===== src/rtl/uart_tx_scheduler.sv =====
// UART transmit scheduler: pulls words from a TX FIFO and serialises them as
// start + DATA_WIDTH data bits (LSB first) + stop, relaunching with no idle gap.
module uart_tx_scheduler #(
  parameter int CLKS_PER_BAUD = 868,
  parameter int DATA_WIDTH    = 8
) (
  input  logic                  i_clk,
  input  logic                  i_reset_w,
  input  logic                  i_enable_w,
  input  logic                  i_cts_n_w,
  input  logic [DATA_WIDTH-1:0] i_fifo_data_w,
  input  logic                  i_fifo_empty_w,
  output logic                  o_fifo_read_w,
  output logic                  o_tx_w,
  output logic                  o_busy_w,
  output logic                  o_done_w
);

  localparam int CW = (CLKS_PER_BAUD > 1) ? $clog2(CLKS_PER_BAUD) : 1;
  localparam int BW = $clog2(DATA_WIDTH) + 1;
  localparam logic [CW-1:0] BAUD_LAST = CW'(CLKS_PER_BAUD - 1);
  localparam logic [CW-1:0] BAUD_PRE  = CW'(CLKS_PER_BAUD - 2);
  localparam logic [BW-1:0] BIT_LAST  = BW'(DATA_WIDTH - 1);

  typedef enum logic [1:0] {
    S_IDLE  = 2'd0,
    S_START = 2'd1,
    S_DATA  = 2'd2,
    S_STOP  = 2'd3
  } state_t;

  state_t                state_q = S_IDLE;
  logic [CW-1:0]         baud_q  = '0;
  logic [BW-1:0]         bit_q   = '0;
  logic [DATA_WIDTH-1:0] shreg_q = '0;
  logic                  tx_q    = 1'b1;
  logic                  busy_q  = 1'b0;
  logic                  done_q  = 1'b0;

  logic baud_last_s;
  logic launch_s;

  assign baud_last_s = (baud_q == BAUD_LAST);

  // Launch is decided combinationally so the FIFO read lands in the same cycle
  // as the decision; reset masks it so an aborted or held block never pops.
  assign launch_s = i_enable_w & ~i_cts_n_w & ~i_fifo_empty_w & ~i_reset_w &
                    ((state_q == S_IDLE) | ((state_q == S_STOP) & baud_last_s));

  assign o_fifo_read_w = launch_s;
  assign o_tx_w        = tx_q;
  assign o_busy_w      = busy_q;
  assign o_done_w      = done_q;

  always_ff @(posedge i_clk) begin
    if (i_reset_w) begin
      state_q <= S_IDLE;
      baud_q  <= '0;
      bit_q   <= '0;
      shreg_q <= '0;
      tx_q    <= 1'b1;
      busy_q  <= 1'b0;
      done_q  <= 1'b0;
    end else begin
      done_q <= 1'b0;
      case (state_q)
        S_IDLE: begin
          if (launch_s) begin
            shreg_q <= i_fifo_data_w;
            baud_q  <= '0;
            state_q <= S_START;
            tx_q    <= 1'b0;
            busy_q  <= 1'b1;
          end else begin
            tx_q   <= 1'b1;
            busy_q <= 1'b0;
          end
        end
        S_START: begin
          if (baud_last_s) begin
            baud_q  <= '0;
            bit_q   <= '0;
            state_q <= S_DATA;
            tx_q    <= shreg_q[0];
            shreg_q <= shreg_q >> 1;
          end else begin
            baud_q <= baud_q + CW'(1);
          end
        end
        S_DATA: begin
          if (baud_last_s) begin
            baud_q <= '0;
            if (bit_q == BIT_LAST) begin
              state_q <= S_STOP;
              tx_q    <= 1'b1;
            end else begin
              bit_q   <= bit_q + BW'(1);
              tx_q    <= shreg_q[0];
              shreg_q <= shreg_q >> 1;
            end
          end else begin
            baud_q <= baud_q + CW'(1);
          end
        end
        S_STOP: begin
          // done is registered one cycle early so it is high in the final stop cycle
          done_q <= (baud_q == BAUD_PRE);
          if (baud_last_s) begin
            baud_q <= '0;
            if (launch_s) begin
              shreg_q <= i_fifo_data_w;
              state_q <= S_START;
              tx_q    <= 1'b0;
              busy_q  <= 1'b1;
            end else begin
              state_q <= S_IDLE;
              tx_q    <= 1'b1;
              busy_q  <= 1'b0;
            end
          end else begin
            baud_q <= baud_q + CW'(1);
          end
        end
        default: begin
          state_q <= S_IDLE;
          baud_q  <= '0;
          bit_q   <= '0;
          tx_q    <= 1'b1;
          busy_q  <= 1'b0;
        end
      endcase
    end
  end

endmodule


===== config.mk =====
export PLATFORM = sky130hd
export DESIGN_NAME = uart_tx_scheduler
export DESIGN_NICKNAME = d
export VERILOG_FILES = /design/src/rtl/uart_tx_scheduler.sv
export SDC_FILE = /design/constraint.sdc
export NUM_CORES = 1
export LEC_CHECK = 0
export ABC_AREA = 1
export BUFFER_PORTS_ARGS = -buffer_cell sky130_fd_sc_hd__buf_2
export CAP_MARGIN = 20
export CORE_ASPECT_RATIO = 1.4
export CORE_MARGIN = 4
export CORE_UTILIZATION = 62
export DETAILED_ROUTE_END_ITERATION = 16
export GPL_TIMING_DRIVEN = 0
export PLACE_DENSITY_LB_ADDON = 0.15
export REMOVE_ABC_BUFFERS = 1
export SYNTH_ARGS = -nofsm -noshare
export SYNTH_HDL_FRONTEND = slang
export SYNTH_SLANG_ARGS = --single-unit

===== constraint.sdc =====
create_clock -name i_clk -period 3.6 [get_ports i_clk]
set_clock_uncertainty 0.1 [all_clocks]
set_input_delay 1.08 -clock i_clk [delete_from_list [all_inputs] [get_ports i_clk]]
set_output_delay 1.08 -clock i_clk [all_outputs]
set_load 0.05 [all_outputs]

==> run metrics <==
outcome completed; vias post-DR 1416; synth top area cells dfxtp_1, nand2_1, nor2_1; CTS buffer count 3; HPWL after detailed placement 2.26 mm; Port Buf Inserts 16; Worst Path Arrival 2.15 ns; CP endpoint o_fifo_read_w; Starting Density 65.4%; FF-to-FF Start state_q[0]; largest net degree at the start of global routing 19; cell area after layout 0.00171 sq mm; Worst Tran Pin Value 0.447 ns; Hold Path Class flop to flop; combinational share of power 49.3%; ys flop type dfxtp_1; top-area cell type share of the netlist area 34.6%; Critical R2R Capture state_q[0]; Synth area leader dfxtp_1; CTS tree done; CP endpoint kind output pin; fin crit share 92.5%; per-cell routed wire length 10.7 um; Tot Pwr 1.02 mW; unrepaired setup endpoints after global routing no; cell with the most instances after synthesis nand2_1; non-filler cells, final 280; gpl congestion 0.801; Mapped Cells 225; Setup violations, final 0; total track usage 20.3%; Yosys cell types 27; synthesized area per cell 6.95 sq um; global-route wire length before repair 5.34 mm; Max rail drop VDD 513 uV; headroom to the max-slew limit 70.2%; Die Span Y 67.4 um; ANT cells 0; min Tclk post-route 3.33 ns; Synthesis Warnings 0; Clock power frac 13.1%; width of the die 50.5 um; H-tree depth 1; row count 21; Switch Pwr 461 uW; CTS Buffer Depth 2; Cells after DPL 271; Critical Path RT 2.42 ns; switch share 45.2%; vias per cell 5.06; area of placed instances 0.00165 sq mm; Ports 17; Async S/R FF share, synth 0%; clk slew on worst S/H paths 0.14 ns; Setup Crit Path Kind primary input to output pin; Max Freq 300 MHz; final hold violations 0; reg2reg path depth 8; Critical Path Source Type primary input; area overhead of the layout relative to synthesis 9.60%; PwrDens 594 mW/mm^2; Post-Route WL 3.00 mm; internal power 558 uW; clk root buf clkbuf_4; vias in the first global route 1336; sequential area share after synthesis 34.6%; die area 0.00340 sq mm; Mapped Area 0.00156 sq mm; # hold bufs at CTS 0; initial antenna violation count 0; DRC Markers 0; fillers 214; EDFF count, synth 0; Leakage 0.789 nW; crit-path max FO 8; Slew Limit Fails 0; Pre-antenna DRT Iters 4; fin nets 268; grt total ovfl 0; crit path from i_reset_w; core area 0.00239 sq mm; Yosys reg bits 27; remaining antenna violation count after routing 0; synth cell count leaders nand2_1, nor2_1, inv_1; layout cell share with drive strength beyond 1 17.9%; detailed router's first-iteration violation count 28; Skew-Pair Late Insertion Delay 0.33 ns; setup slack, reg-to-reg 1.58 ns; Reg power frac 37.5%; Max-Cap Viols 0; clock sinks 27
[sequential cells by signal, summed over array words and instances, names as in the netlist]
register  flops
baud_q       10
shreg_q       8
bit_q         4
state_q       2
o_busy_w      1
o_done_w      1
o_tx_w        1
[layer usage]
| layer | share of wire [%] | vias to the layer above | GRT usage, % |
|---|---|---|---|
| met4 | 2.0 | 0 | 10.8 |
| li1 | - | 760 | - |
| met1 | 44 | 639 | 23.0 |
| met2 | 51 | 13 | 37.4 |
| met5 | 0 | - | 0 |
| met3 | 2.4 | 4 | 1.99 |
[worst min-delay path by stage]
stage | slack, ns | depth (start not counted) | from | endpoint
after floorplan | 0.35 | 2 | shreg_q[7] | shreg_q[7]
after global placement | 0.37 | 2 | o_tx_w | o_tx_w
after detailed placement | 0.37 | 2 | shreg_q[7] | shreg_q[7]
after CTS | 0.41 | 2 | shreg_q[7] | shreg_q[7]
after global routing | 0.42 | 2 | bit_q[1] | bit_q[1]
final | 0.40 | 2 | shreg_q[7] | shreg_q[7]
[power by group through the flow]
stage	Combinational, mW	Sequential [mW]	Clock (mW)
4_1_cts	0.503	0.383	0.137
6_report	0.502	0.382	0.134
2_1_floorplan	0.385	0.403	0
3_3_place_gp	0.496	0.386	0
5_1_grt	0.590	0.389	0.148
3_5_place_dp	0.500	0.389	0
[kinds of logic (layout without fill, tap and decap cells)]
kind of cell	after synthesis	after routing	synth area share, %
AO/OA/AOI/OAI	31	31	10.7
adder cells (fa/ha/maj)	8	8	6.40
AND/OR/NAND/NOR	121	121	36.3
XOR/XNOR	4	4	2.24
flip-flops	27	27	34.6
buffers and inverters	34	55	9.76
[timing repair]
item / CTS / global route
setup buffers: 0 / 5
endpoints found under the setup margin: 1 / 1
resized for setup: 1 / 0
[layout by cell type (no fill, tap or decap), types with 2 or more instances in the layout]
cell type / count
nand2_2: 7
buf_2: 16
nor2_4: 2
a21oi_1: 12
o21ai_0: 15
inv_1: 28
clkbuf_4: 3
nor2_1: 30
nand2_1: 48
nor2_2: 2
nand4_1: 5
nand3_1: 15
xor2_1: 4
dfxtp_1: 27
o21ai_2: 2
ha_1: 8
nand2_4: 2
buf_4: 5
nor3_1: 3
nand3_2: 2
or2_2: 2
[worst max-delay path, cell delays in order]
cell,delay [ns]
buf_2,0.20
clkinvlp_4,0.22
nand3_1,0.20
inv_1,0.08
nand2_2,0.11
inv_1,0.05
buf_2,0.20
[final cells by class]
type	count	area [sq um]	share of cell area, %
clock buffer	4	26.3	1.53
inverter	30	116	6.79
multi-input combinational	164	871	50.8
sequential	27	541	31.5
tap	34	42.5	2.48
timing repair buffer	21	118	6.86
[stage by stage]
stage	setup TNS (ns)	utilization [%]	hold slack (ns)	worst slack [ns]
after detailed placement	-0.0789	68.9	0.375	-0.0789
after global routing	0	71.7	0.418	0.232
after global placement	-0.0871	68.9	0.373	-0.0871
after CTS	0	70.1	0.408	0.0440
final	0	71.7	0.402	0.269
after floorplan	0	-	0.351	0.407
Power figures use the tool's default switching activity.
